## src/rtl/sync_fifo_param_if.sv

```systemverilog
// sync_fifo_param_if: write/read handshake and status bundle
// for the parametrised single-clock FIFO.
interface sync_fifo_param_if #(
  parameter int DATA_WIDTH = 4,
  parameter int DEPTH      = 8
);
  localparam int CW = $clog2(DEPTH) + 1;

  logic                  clr;
  logic                  wr_en;
  logic [DATA_WIDTH-1:0] data_in;
  logic                  rd_en;
  logic [DATA_WIDTH-1:0] data_out;
  logic                  data_valid;
  logic [CW-1:0]         count;
  logic                  full;
  logic                  empty;
  logic                  almost_full;
  logic                  almost_empty;
  logic                  overflow;
  logic                  underflow;

  modport master (
    output clr, wr_en, data_in, rd_en,
    input  data_out, data_valid, count,
    input  full, empty, almost_full, almost_empty,
    input  overflow, underflow
  );

  modport slave (
    input  clr, wr_en, data_in, rd_en,
    output data_out, data_valid, count,
    output full, empty, almost_full, almost_empty,
    output overflow, underflow
  );
endinterface

```

## src/rtl/sync_fifo_param.sv

```systemverilog
// sync_fifo_param: parametrised single-clock FIFO with flags.
// Define SYNC_FIFO_PARAM_FWFT_EN for first-word-fall-through reads.
module sync_fifo_param #(
  parameter int DATA_WIDTH = 4,
  parameter int DEPTH      = 8,
  parameter int AF_LEVEL   = 6,
  parameter int AE_LEVEL   = 2
) (
  input logic               clk,
  input logic               reset,
  sync_fifo_param_if.slave  bus
);
  localparam int AW = $clog2(DEPTH);
  localparam int CW = AW + 1;

  logic [DATA_WIDTH-1:0] mem [DEPTH];
  logic [AW-1:0]         wr_ptr;
  logic [AW-1:0]         rd_ptr;
  logic [CW-1:0]         count_q;
  logic                  ovf_q;
  logic                  udf_q;
  logic                  full;
  logic                  empty;
  logic                  wr_ok;
  logic                  rd_ok;

  assign full  = (count_q == CW'(DEPTH));
  assign empty = (count_q == '0);
  assign wr_ok = bus.wr_en & ~full & ~bus.clr;
  assign rd_ok = bus.rd_en & ~empty & ~bus.clr;

  assign bus.count        = count_q;
  assign bus.full         = full;
  assign bus.empty        = empty;
  assign bus.almost_full  = (count_q >= CW'(AF_LEVEL));
  assign bus.almost_empty = (count_q <= CW'(AE_LEVEL));
  assign bus.overflow     = ovf_q;
  assign bus.underflow    = udf_q;

  // storage array; contents survive flush and reset
  always_ff @(posedge clk) begin
    if (wr_ok) mem[wr_ptr] <= bus.data_in;
  end

  // pointers, occupancy and sticky error flags
  always_ff @(posedge clk or negedge reset) begin
    if (!reset) begin
      wr_ptr  <= '0;
      rd_ptr  <= '0;
      count_q <= '0;
      ovf_q   <= 1'b0;
      udf_q   <= 1'b0;
    end else if (bus.clr) begin
      wr_ptr  <= '0;
      rd_ptr  <= '0;
      count_q <= '0;
      ovf_q   <= 1'b0;
      udf_q   <= 1'b0;
    end else begin
      if (wr_ok) wr_ptr <= wr_ptr + AW'(1);
      if (rd_ok) rd_ptr <= rd_ptr + AW'(1);
      if (wr_ok && !rd_ok)
        count_q <= count_q + CW'(1);
      else if (rd_ok && !wr_ok)
        count_q <= count_q - CW'(1);
      if (bus.wr_en && full)  ovf_q <= 1'b1;
      if (bus.rd_en && empty) udf_q <= 1'b1;
    end
  end

`ifdef SYNC_FIFO_PARAM_FWFT_EN
  // head word is shown directly; rd_en pops it
  assign bus.data_out   = empty ? '0 : mem[rd_ptr];
  assign bus.data_valid = ~empty;
`else
  logic [DATA_WIDTH-1:0] dout_q;
  logic                  dval_q;

  assign bus.data_out   = dout_q;
  assign bus.data_valid = dval_q;

  // registered read port; data holds between reads
  always_ff @(posedge clk or negedge reset) begin
    if (!reset) begin
      dout_q <= '0;
      dval_q <= 1'b0;
    end else if (bus.clr) begin
      dval_q <= 1'b0;
    end else begin
      dval_q <= rd_ok;
      if (rd_ok) dout_q <= mem[rd_ptr];
    end
  end
`endif

endmodule

```

## src/flat_wrapper.sv

```systemverilog
// flat-port wrapper written by rule: the top's interface ports become plain ports
module sync_fifo_param_flat 
#(
  parameter int DATA_WIDTH = 4,
  parameter int DEPTH      = 8,
  parameter int AF_LEVEL   = 6,
  parameter int AE_LEVEL   = 2
)
  (clk, reset, bus_clr, bus_wr_en, bus_data_in, bus_rd_en, bus_data_out, bus_data_valid, bus_count, bus_full, bus_empty, bus_almost_full, bus_almost_empty, bus_overflow, bus_underflow);
  sync_fifo_param_if #(.DATA_WIDTH(DATA_WIDTH), .DEPTH(DEPTH)) bus_i ();
  input logic clk;
  input logic reset;
  input wire logic [$bits(bus_i.clr)-1:0] bus_clr;
  input wire logic [$bits(bus_i.wr_en)-1:0] bus_wr_en;
  input wire logic [$bits(bus_i.data_in)-1:0] bus_data_in;
  input wire logic [$bits(bus_i.rd_en)-1:0] bus_rd_en;
  output wire logic [$bits(bus_i.data_out)-1:0] bus_data_out;
  output wire logic [$bits(bus_i.data_valid)-1:0] bus_data_valid;
  output wire logic [$bits(bus_i.count)-1:0] bus_count;
  output wire logic [$bits(bus_i.full)-1:0] bus_full;
  output wire logic [$bits(bus_i.empty)-1:0] bus_empty;
  output wire logic [$bits(bus_i.almost_full)-1:0] bus_almost_full;
  output wire logic [$bits(bus_i.almost_empty)-1:0] bus_almost_empty;
  output wire logic [$bits(bus_i.overflow)-1:0] bus_overflow;
  output wire logic [$bits(bus_i.underflow)-1:0] bus_underflow;
  assign bus_i.clr = bus_clr;
  assign bus_i.wr_en = bus_wr_en;
  assign bus_i.data_in = bus_data_in;
  assign bus_i.rd_en = bus_rd_en;
  assign bus_data_out = bus_i.data_out;
  assign bus_data_valid = bus_i.data_valid;
  assign bus_count = bus_i.count;
  assign bus_full = bus_i.full;
  assign bus_empty = bus_i.empty;
  assign bus_almost_full = bus_i.almost_full;
  assign bus_almost_empty = bus_i.almost_empty;
  assign bus_overflow = bus_i.overflow;
  assign bus_underflow = bus_i.underflow;
  sync_fifo_param #(.DATA_WIDTH(DATA_WIDTH), .DEPTH(DEPTH), .AF_LEVEL(AF_LEVEL), .AE_LEVEL(AE_LEVEL)) u_core (.clk(clk), .reset(reset), .bus(bus_i));
endmodule
```

## config.mk

```make
export PLATFORM = sky130hd
export DESIGN_NAME = sync_fifo_param_flat
export DESIGN_NICKNAME = d
export VERILOG_FILES = /design/src/rtl/sync_fifo_param_if.sv /design/src/rtl/sync_fifo_param.sv /design/src/flat_wrapper.sv
export SDC_FILE = /design/constraint.sdc
export NUM_CORES = 1
export LEC_CHECK = 0
export BUFFER_PORTS_ARGS = -buffer_cell sky130_fd_sc_hd__buf_2
export CORE_MARGIN = 2
export CORE_UTILIZATION = 37
export CTS_BUF_LIST = sky130_fd_sc_hd__clkbuf_8
export CTS_CLUSTER_SIZE = 10
export DETAILED_ROUTE_END_ITERATION = 12
export GPL_ROUTABILITY_DRIVEN = 1
export PLACE_DENSITY_LB_ADDON = 0.08
export SLEW_MARGIN = 15
export SYNTH_ARGS = -nofsm -noshare
export SYNTH_HDL_FRONTEND = slang
export SYNTH_SLANG_ARGS = --single-unit
```

## constraint.sdc

```tcl
create_clock -name clk -period 4.5 [get_ports clk]
set_input_delay 0 -clock clk [delete_from_list [all_inputs] [get_ports clk]]
set_output_delay 0 -clock clk [all_outputs]
set_load 0.005 [all_outputs]
```

==> qor.txt, run 1 <==
RUN STATUS
------------------------------------------------------------------------------
Result of the run                                                 finished, final reports clean

SYNTH
------------------------------------------------------------------------------
Number of flops mapped to enable cells by yosys                             32
Synth Flop Type                                                   sky130_fd_sc_hd__edfxtp_1
Top-count cell post-synth                                         sky130_fd_sc_hd__edfxtp_1
Register bit total from synthesis                                           49
Number of instances in the synthesized netlist                             156
Most instantiated cells after synthesis                           32 x sky130_fd_sc_hd__edfxtp_1, 17 x sky130_fd_sc_hd__dfrtp_1, 16 x sky130_fd_sc_hd__nor2_1
Ys Warns                                                                     0
Share of the synthesized area in the top cell type                       0.435
Sequential cell area fraction in the yosys report                        0.627
Post-synth net total                                                       170
Total standard cell area after synthesis                              2210 um2
Post-synth ARST share                                                    0.347
Ranking of synthesized cells by area                              sky130_fd_sc_hd__edfxtp_1 43%, sky130_fd_sc_hd__dfrtp_1 19%, sky130_fd_sc_hd__mux4_2 9.2%, sky130_fd_sc_hd__nor2_1 2.7%, sky130_fd_sc_hd__ha_1 2.3%
Mean instance size in the synthesized netlist                         14.2 um2
Top cell type by total area after synthesis                       sky130_fd_sc_hd__edfxtp_1
Number of unique standard cell types used by synthesis                      33

DETAILED ROUTING
------------------------------------------------------------------------------
Mean routed wirelength per cell                                        15.7 um
Residual DRC                                                                 0
Wire length reported by the detailed router                            3.99 mm
Remaining antenna violation count                                            0
Number of detailed-route iterations in the first pass                        4
Vias after detailed routing                                               1282
Violation count after the first detailed-routing iteration                  72
Via-to-Cell Ratio                                                         5.03

SETUP PATH
------------------------------------------------------------------------------
Worst Setup End Kind                                                 flip-flop
Type of the worst setup path                                      flip-flop to flip-flop
Critical path data arrival time                                        3.13 ns
Ordered cell list for the critical path                           or4b_1 > clkinv_8 > nor3_1 > nand2_1 > ha_1 > a21o_1 > a21oi_1 > mux4_2 > nor2_1
CP Data Required Time                                                  4.73 ns
Top Family by Delay on Critical Path                              simple AND/OR/NAND/NOR gates
Critical path fanouts, max                                                  12
Standard cell with the maximum stage delay on the critical path   sky130_fd_sc_hd__or4b_1
Buffer and inverter count on the worst path                                  1
Slowest cell delay on critical path                                    0.76 ns
Launching element type of the critical path                          flip-flop

PLACEMENT
------------------------------------------------------------------------------
Inst Count DP                                                              242
Routability congestion estimate                                          0.866
Number of input and output port buffers inserted                            23
Worst-case setup slack after placement                                 1.62 ns
Placed standard-cell area                                             2330 um2
Half-perimeter wire length after placement                             2.88 mm

WORST HOLD PATH
------------------------------------------------------------------------------
HP Class                                                          input port to flip-flop

CTS
------------------------------------------------------------------------------
Clock latency at the later pin of the worst-skew pair                  0.30 ns
Clock transition at path regs                                          0.09 ns
Cell at the root of the clock tree                                sky130_fd_sc_hd__clkbuf_8
Maximum buffer depth of the clock tree                                       2
H-tree lvl count                                                             2
Post-CTS Setup Bufs                                                          0
Cts bufs inserted                                                            5
Sink Count                                                                  49
CTS tree                                                                 built

STA
------------------------------------------------------------------------------
Final Skew                                                          0.00706 ns
Final worst path period share                                            0.643
Setup violators final                                                        0
Final-report hold violation count                                            0
Unrepaired setup endpoints after global routing                             no
Clock period minus worst slack                                         2.89 ns
Final worst hold slack                                               0.0434 ns
F_max                                                                0.346 GHz
Pins over their slew limit                                                   0
Transition time of the tightest slew-check pin                        0.808 ns
Headroom to the max-slew limit                                           0.457
Setup TNS                                                                 0 ns
Slack of the critical path                                             1.61 ns

CELLS AND AREA
------------------------------------------------------------------------------
Util after Layout                                                        0.422
Fillers                                                                    539
Total Nets Final                                                           193
Post-Layout Cell Count                                                     255
Final instance area                                                   2470 um2
Count of inserted antenna diode cells                                        0
P&R area growth vs syn                                                   11.8%
Share of layout cells above drive strength 1                             0.239

PWR
------------------------------------------------------------------------------
Power per unit of standard cell area                                538 nW/um2
Maximum VDD drop                                                      0.244 mV
Power, Total                                                           1.33 mW
Leak                                                                  0.957 nW

FLOORPLAN
------------------------------------------------------------------------------
Chip width                                                             81.3 um
Ports placed on the boundary                                                24
Starting density of the core                                             0.378
Number of standard-cell rows in the floorplan                               28
Die outline area                                                      6610 um2
Placeable Area                                                        5850 um2
Die boundary height                                                    81.3 um

GLOBAL ROUTING
------------------------------------------------------------------------------
GRT Residual Overflow                                                        0
Maximum number of pins on one net before global-route repair                18
All-layer global routing usage                                           0.136
Via count of the first global-routing pass                                1267
Antenna violations before repair                                             0
Global-route wire length before repair                                 6.53 mm

FLOW RUN
------------------------------------------------------------------------------
Reported max-cap violation count                                             0

final timing paths:
kind / slack, ns / end / startpoint / cells after the start
max: 1.61 / u_core.bus.count[3]$_DFFE_PN0P_ / u_core.bus.count[1]$_DFFE_PN0P_ / 9
min: 0.04 / u_core.wr_ptr[1]$_DFFE_PN0P_ / bus_wr_en / 3
max reg2reg: 1.61 / u_core.bus.count[3]$_DFFE_PN0P_ / u_core.bus.count[1]$_DFFE_PN0P_ / 9
min reg2reg: 0.48 / u_core.bus.data_out[3]$_DFFE_PN0P_ / u_core.bus.data_out[3]$_DFFE_PN0P_ / 2
max in group asynchronous: 4.05 / u_core.wr_ptr[2]$_DFFE_PN0P_ / reset / 2
min in group asynchronous: 0.16 / u_core.bus.data_out[0]$_DFFE_PN0P_ / reset / 2
layout by cell type, fill, tap and decap left out, drive strengths merged:
cell	instances
nor3	5
o21ai	6
xor2	3
clkinv	2
xnor2	3
ha	4
edfxtp	32
dlygate4sd3	5
dfrtp	17
o311a	1
fa	1
nand2	13
nor2	16
a211oi	3
inv	7
clkbuf	5
mux2i	5
o41ai	1
a21o	2
a21boi	1
buf	23
or4b	1
nand3	3
nand2b	4
a21oi	6
o41a	1
nor4	1
mux4	9
routing by layer:
metal | routed length [um] | global-route usage
met2 | 1920 | 0.211
met3 | 205 | 0.0389
met4 | 59 | 0.0508
met5 | 0 | 0
met1 | 1810 | 0.181
worst min-delay path, stage by stage:
cell	delay (ns)
sky130_fd_sc_hd__buf_2	0.16
sky130_fd_sc_hd__nand3_1	0.08
sky130_fd_sc_hd__a21oi_1	0.06
what timing repair did:
item                                    4_1_cts  5_1_grt
resized for setup                             0        0
endpoints found under the setup margin        0        0
hold endpoints to repair                     49        0
hold buffers                                  5        0
registers in the layout (all words and copies together) (netlist names):
signal,cells
u_core.bus.data_valid,1
u_core.wr_ptr,3
u_core.bus.underflow,1
u_core.mem,32
u_core.bus.data_out,4
u_core.bus.count,4
u_core.bus.overflow,1
u_core.rd_ptr,3
logic make-up (layout without fill, tap and decap cells):
kind of cell | after synthesis | count (layout) | share of synthesized area
fa+ha+maj | 5 | 5 | 0.0317
flops | 49 | 49 | 0.627
compound gates | 21 | 21 | 0.0629
simple gates | 43 | 43 | 0.0861
mux | 14 | 14 | 0.114
xor+xnor | 6 | 6 | 0.0238
buf+inv | 18 | 42 | 0.0538
power breakdown:
part	switching, mW	total (mW)	internal [mW]
sequential	0.105	0.647	0.542
combinational	0.192	0.427	0.235
clock	0.147	0.255	0.109
total	0.444	1.33	0.886
cell type report:
cell class                 instances  area, um2  share of cell area
clock inverter                     3       17.5             0.00709
multi-input combinational         89        704               0.285
timing repair buffer              28        165              0.0668
tap                               75       93.8              0.0380
clock buffer                       5       68.8              0.0278
sequential                        49       1390               0.561
inverter                           6       35.0              0.0142
Power figures use the tool's default switching activity.
==> run 2, diff against run 1 <==
==> constraint.sdc (replaced) <==
create_clock -name clk -period 3 [get_ports clk]
set_input_delay 0 -clock clk [delete_from_list [all_inputs] [get_ports clk]]
set_output_delay 0 -clock clk [all_outputs]
set_load 0.005 [all_outputs]
==> run 2 against run 1 <==
  * Critical path depth stayed put
  * Utilization is 0.94 points higher
  * Routed wire length down 0.68%
  * Combinational power increased by 77%
  * Sequential cell count unchanged
  * Critical endpoint unchanged
  * Largest cell class unchanged
==> qor.txt, run 2 (synthesis results as in run 1) <==
RUN STATUS
------------------------------------------------------------------------------
Result of the run                                                 finished, final reports clean

CTS
------------------------------------------------------------------------------
Sink Count                                                                  49
Post-CTS Setup Bufs                                                          0
H-tree lvl count                                                             2
Hold bufs inserted after CTS                                                 5
CTS-repair resized insts                                                     0
Maximum buffer depth of the clock tree                                       2
Clock latency at the later pin of the worst-skew pair                  0.30 ns
Clock transition at path regs                                          0.08 ns
Cell at the root of the clock tree                                sky130_fd_sc_hd__clkbuf_8
Cts bufs inserted                                                            5
CTS tree                                                                 built

SETUP PATH
------------------------------------------------------------------------------
R2R Path Start                                                    u_core.bus.count[1]$_DFFE_PN0P_
Buffer and inverter count on the worst path                                  1
CP Data Required Time                                                  3.23 ns
Endpoint of the worst-slack reg-to-reg timing path                u_core.bus.count[3]$_DFFE_PN0P_
Launching element type of the critical path                          flip-flop
Type of the worst setup path                                      flip-flop to flip-flop
Number of cell instances on the worst register-to-register path              9
Critical path fanouts, max                                                   6
Standard cell with the maximum stage delay on the critical path   sky130_fd_sc_hd__or4b_1
Critical path data arrival time                                        2.98 ns
Top Family by Delay on Critical Path                              simple AND/OR/NAND/NOR gates
Slowest cell delay on critical path                                    0.73 ns
Ordered cell list for the critical path                           or4b_1 > clkinv_8 > nor3_1 > nand2_1 > ha_1 > a21o_1 > a21oi_1 > mux4_2 > nor2_1
Worst setup slack for register-to-register paths                       0.25 ns
Worst Setup End Kind                                                 flip-flop

CELLS AND AREA
------------------------------------------------------------------------------
Post-Layout Cell Count                                                     259
Number of flip-flops under the largest register name                        32
Top library cells by usage in the layout, fill and taps aside     32 x sky130_fd_sc_hd__edfxtp_1, 23 x sky130_fd_sc_hd__buf_2, 17 x sky130_fd_sc_hd__dfrtp_1, 16 x sky130_fd_sc_hd__nor2_1, 13 x sky130_fd_sc_hd__nand2_1
Count of inserted antenna diode cells                                        0
Most common cell after layout, fill and taps aside                sky130_fd_sc_hd__edfxtp_1
P&R area growth vs syn                                                   14.3%
Share of layout cells above drive strength 1                             0.255
Total Nets Final                                                           197
Most flops, register                                                u_core.mem

FLOORPLAN
------------------------------------------------------------------------------
Placeable Area                                                        5850 um2
Number of standard-cell rows in the floorplan                               28
Die outline area                                                      6610 um2
Ports placed on the boundary                                                24
Chip width                                                             81.3 um
Die boundary height                                                    81.3 um
Starting density of the core                                             0.378

PWR
------------------------------------------------------------------------------
Maximum VDD drop                                                      0.373 mV
Leak                                                                  0.988 nW
Power per unit of standard cell area                                839 nW/um2

WORST HOLD PATH
------------------------------------------------------------------------------
Endpoint with the worst hold slack                                u_core.wr_ptr[1]$_DFFE_PN0P_
Critical hold path startpoint                                        bus_wr_en
Hold path depth                                                              3
HP Class                                                          input port to flip-flop

STA
------------------------------------------------------------------------------
Unrepaired setup endpoints after global routing                             no
Setup TNS                                                                 0 ns
F_max                                                                0.363 GHz
Headroom to the max-slew limit                                           0.494
Transition time of the tightest slew-check pin                        0.754 ns
Final worst path period share                                            0.917
Final Skew                                                          0.00984 ns
Setup violators final                                                        0
Final-report hold violation count                                            0
Pins over their slew limit                                                   0
Clock period minus worst slack                                         2.75 ns

FLOW RUN
------------------------------------------------------------------------------
Reported max-cap violation count                                             0

DETAILED ROUTING
------------------------------------------------------------------------------
Residual DRC                                                                 0
Via-to-Cell Ratio                                                         4.98
Remaining antenna violation count                                            0
Wire length reported by the detailed router                            3.97 mm
Number of detailed-route iterations in the first pass                        4
Mean routed wirelength per cell                                        15.3 um
Vias after detailed routing                                               1289
Violation count after the first detailed-routing iteration                  35

PLACEMENT
------------------------------------------------------------------------------
Number of input and output port buffers inserted                            23
Routability congestion estimate                                          0.859
Inst Count DP                                                              246
Half-perimeter wire length after placement                             2.89 mm

GLOBAL ROUTING
------------------------------------------------------------------------------
Global-route wire length before repair                                 6.70 mm
Via count of the first global-routing pass                                1274
GRT Residual Overflow                                                        0
Antenna violations before repair                                             0
All-layer global routing usage                                           0.141
Maximum number of pins on one net before global-route repair                18

run 2: cell types whose count changed in the layout (fill, tap and decap cells not counted), sizes merged:
cell	change
bufinv	+1
inv	-1
buf	+4
run 2: final cells by class:
| type | instances | area [um2] |
|---|---|---|
| timing repair buffer | 32 | 195 |
| clock inverter | 3 | 42.5 |
| fill | 545 | 3320 |
| inverter | 6 | 35.0 |
| multi-input combinational | 89 | 704 |
| tap | 75 | 93.8 |
| clock buffer | 5 | 68.8 |
| sequential | 49 | 1390 |
run 2: worst max path at each step:
stage,slack (ns),depth (start not counted),startpoint,to
floorplan,0.37,11,u_core.bus.count[1]$_DFFE_PN0P_,u_core.bus.count[3]$_DFFE_PN0P_
global placement,0.39,9,u_core.bus.count[1]$_DFFE_PN0P_,u_core.bus.count[3]$_DFFE_PN0P_
detailed placement,0.29,9,u_core.bus.count[1]$_DFFE_PN0P_,u_core.bus.count[3]$_DFFE_PN0P_
CTS,0.26,9,u_core.bus.count[1]$_DFFE_PN0P_,u_core.bus.count[3]$_DFFE_PN0P_
global route,0.08,8,u_core.bus.count[1]$_DFFE_PN0P_,u_core.bus.count[3]$_DFFE_PN0P_
finish,0.25,9,u_core.bus.count[1]$_DFFE_PN0P_,u_core.bus.count[3]$_DFFE_PN0P_
run 2: worst min-delay path, stage by stage:
cell	delay, ns
sky130_fd_sc_hd__buf_2	0.16
sky130_fd_sc_hd__nand3_1	0.09
sky130_fd_sc_hd__a21oi_1	0.06
run 2: stage by stage:
stage / power, mW / utilization / instance area, um2 / hold slack (ns) / setup slack, ns
finish: 2.12 / 0.432 / 2530 / 0.0469 / 0.248
global route: 2.28 / 0.432 / 2530 / 0.0616 / 0.0812
CTS: 2.15 / 0.432 / 2530 / 0.0352 / 0.259
detailed placement: 1.69 / 0.404 / 2360 / -0.0477 / 0.287
global placement: 1.67 / 0.404 / 2360 / -0.0541 / 0.386
floorplan: 1.48 / - / 2210 / -0.296 / 0.373
run 2: report_power, final:
group	switching [mW]	internal [mW]	leakage, nW
clock	0.209	0.247	0.0595
sequential	0.0927	0.814	0.513
combinational	0.370	0.386	0.415
run 2: metal layers:
layer	vias up	wire length, um	GRT usage
met2	32	1790	0.207
met4	0	48	0.0407
met5	-	0	0
met1	635	1950	0.204
met3	5	179	0.0400
li1	617	-	-
==> run 3, diff against run 2 <==
--- a/config.mk
+++ b/config.mk
@@ -12,7 +12,7 @@
 export CTS_CLUSTER_SIZE = 10
 export DETAILED_ROUTE_END_ITERATION = 12
 export GPL_ROUTABILITY_DRIVEN = 1
-export PLACE_DENSITY_LB_ADDON = 0.08
+export PLACE_DENSITY = 0.61
 export SLEW_MARGIN = 15
 export SYNTH_ARGS = -nofsm -noshare
 export SYNTH_HDL_FRONTEND = slang
==> run 3 against run 2 <==
  * Die area is the same
  * Global-route usage shrank 1.4 points
  * Power shrank 0.50%
  * Register-to-register slack gained 0.08 ns
  * Sequential power is essentially flat
  * Clock skew shrank 0.0027 ns
  * Non-clock buffer count grew 1
  * Combinational power is essentially flat
  * First-iteration DRC count grew to 2.9 times the previous value
  * Critical path depth is the same
  * Largest power group unchanged
==> qor.txt, run 3 (synthesis results as in run 1) <==
STA
------------------------------------------------------------------------------
Setup TNS                                                                 0 ns
F_max                                                                0.374 GHz
Slack of the critical path                                            0.326 ns
Unrepaired setup endpoints after global routing                             no
Setup violators final                                                        0
Final worst path period share                                            0.891
Transition time of the tightest slew-check pin                        0.695 ns
Clock period minus worst slack                                         2.67 ns
Headroom to the max-slew limit                                           0.533
Pins over their slew limit                                                   0
Final Skew                                                          0.00719 ns
Final-report hold violation count                                            0

FLOORPLAN
------------------------------------------------------------------------------
Chip width                                                             81.3 um
Placeable Area                                                        5850 um2
Die outline area                                                      6610 um2
Number of standard-cell rows in the floorplan                               28
Starting density of the core                                             0.378
Ports placed on the boundary                                                24
Die boundary height                                                    81.3 um

SETUP PATH
------------------------------------------------------------------------------
CP Data Required Time                                                  3.22 ns
Type of the worst setup path                                      flip-flop to flip-flop
R2R Path Start                                                    u_core.bus.count[1]$_DFFE_PN0P_
Launching element type of the critical path                          flip-flop
Critical path fanouts, max                                                   6
Number of cell instances on the worst register-to-register path              9
Critical path data arrival time                                        2.90 ns
Worst setup path startpoint                                       u_core.bus.count[1]$_DFFE_PN0P_
Worst setup slack for register-to-register paths                       0.33 ns
Worst Setup End Kind                                                 flip-flop
Endpoint of the worst-slack reg-to-reg timing path                u_core.bus.count[3]$_DFFE_PN0P_

CELLS AND AREA
------------------------------------------------------------------------------
Util after Layout                                                        0.433
Most flops, register                                                u_core.mem
Total Nets Final                                                           198
Most common cell after layout, fill and taps aside                sky130_fd_sc_hd__edfxtp_1
Share of layout cells above drive strength 1                             0.259
Top library cells by usage in the layout, fill and taps aside     32 x sky130_fd_sc_hd__edfxtp_1, 23 x sky130_fd_sc_hd__buf_2, 17 x sky130_fd_sc_hd__dfrtp_1, 16 x sky130_fd_sc_hd__nor2_1, 13 x sky130_fd_sc_hd__nand2_1
Sequential standard cell area                                         1390 um2
Count of inserted antenna diode cells                                        0
Fillers                                                                    527
Final instance area                                                   2530 um2
Area taken by multi-input logic gates                                  704 um2
Number of flip-flops under the largest register name                        32
P&R area growth vs syn                                                   14.6%
Post-Layout Cell Count                                                     260

GLOBAL ROUTING
------------------------------------------------------------------------------
Maximum number of pins on one net before global-route repair                18
Global-route wire length before repair                                 6.17 mm
Via count of the first global-routing pass                                1261
GRT Residual Overflow                                                        0
All-layer global routing usage                                           0.126
Antenna violations before repair                                             0

DETAILED ROUTING
------------------------------------------------------------------------------
Violation count after the first detailed-routing iteration                 101
Number of detailed-route iterations in the first pass                        4
Remaining antenna violation count                                            0
Residual DRC                                                                 0
Mean routed wirelength per cell                                        14.7 um
Vias after detailed routing                                               1311
Wire length reported by the detailed router                            3.83 mm
Via-to-Cell Ratio                                                         5.04

CTS
------------------------------------------------------------------------------
Maximum buffer depth of the clock tree                                       2
CTS tree                                                                 built
Sink Count                                                                  49
Clock transition at path regs                                          0.09 ns
Clock latency at the later pin of the worst-skew pair                  0.29 ns
Cell at the root of the clock tree                                sky130_fd_sc_hd__clkbuf_8
Cts bufs inserted                                                            5
H-tree lvl count                                                             2

PLACEMENT
------------------------------------------------------------------------------
Inst Count DP                                                              247
Worst-case setup slack after placement                                0.349 ns
Placed standard-cell area                                             2370 um2
Number of input and output port buffers inserted                            23
Routability congestion estimate                                          0.809
Half-perimeter wire length after placement                             2.75 mm

WORST HOLD PATH
------------------------------------------------------------------------------
Endpoint with the worst hold slack                                u_core.rd_ptr[0]$_DFFE_PN0P_
HP Class                                                          input port to flip-flop
Hold path depth                                                              2
Critical hold path startpoint                                          bus_clr

PWR
------------------------------------------------------------------------------
Leak                                                                  0.984 nW
Power per unit of standard cell area                                833 nW/um2
Maximum VDD drop                                                      0.266 mV

FLOW RUN
------------------------------------------------------------------------------
Reported max-cap violation count                                             0

RUN STATUS
------------------------------------------------------------------------------
Result of the run                                                 finished, final reports clean

==> run 3: final cells by class <==
cell class	count	share of cell area
Timing Repair Buffer	33	0.0800
Clock buffer	5	0.0272
Tap cell	75	0.0371
Inverter	6	0.0138
Clock inverter	3	0.0163
Sequential cell	49	0.547
Multi-Input combinational cell	89	0.278
==> run 3: per-layer routing <==
layer	track usage	vias to the layer above	share of wire
li1	-	619	-
met1	0.163	669	0.44
met2	0.215	17	0.53
met3	0.0233	6	0.015
met4	0.0407	0	0.011
met5	0	-	0
==> run 3: how the worst max path moves through the flow <==
stage,slack [ns],end,cells after the start
after floorplan,0.37,u_core.bus.count[3]$_DFFE_PN0P_,11
after global placement,0.38,u_core.bus.count[3]$_DFFE_PN0P_,9
after detailed placement,0.35,u_core.bus.count[3]$_DFFE_PN0P_,9
after CTS,0.33,u_core.bus.count[3]$_DFFE_PN0P_,9
after global routing,0.16,u_core.bus.count[3]$_DFFE_PN0P_,9
final,0.33,u_core.bus.count[3]$_DFFE_PN0P_,9
==> run 3: critical path, stage by stage, from the launching register on <==
cell and delay, ns:
sky130_fd_sc_hd__dfrtp_1 0.38, sky130_fd_sc_hd__or4b_1 0.73, sky130_fd_sc_hd__clkinv_8 0.11, sky130_fd_sc_hd__nor3_1 0.07, sky130_fd_sc_hd__nand2_1 0.13, sky130_fd_sc_hd__ha_1 0.24
sky130_fd_sc_hd__a21o_1 0.17, sky130_fd_sc_hd__a21oi_1 0.17, sky130_fd_sc_hd__mux4_2 0.51, sky130_fd_sc_hd__nor2_1 0.10
==> run 3: power breakdown <==
part | total, mW | leakage, nW | switching, mW | internal [mW]
registers | 0.905 | 0.513 | 0.0912 | 0.814
logic | 0.759 | 0.420 | 0.366 | 0.393
clock network | 0.445 | 0.0518 | 0.200 | 0.245
==> run 3: repair_timing <==
item                                   in CTS  in global routing
hold buffers                                5                  0
endpoints found under the hold margin      43                  0
buffers inserted                            0                  0
gates resized for setup                     0                  0
==> run 3: stage by stage <==
| stage | total power [mW] | hold slack, ns |
|---|---|---|
| after floorplan | 1.48 | -0.296 |
| after global placement | 1.67 | -0.0523 |
| after detailed placement | 1.69 | -0.0452 |
| after CTS | 2.15 | 0.0503 |
| after global routing | 2.26 | 0.0659 |
| final | 2.11 | 0.0551 |
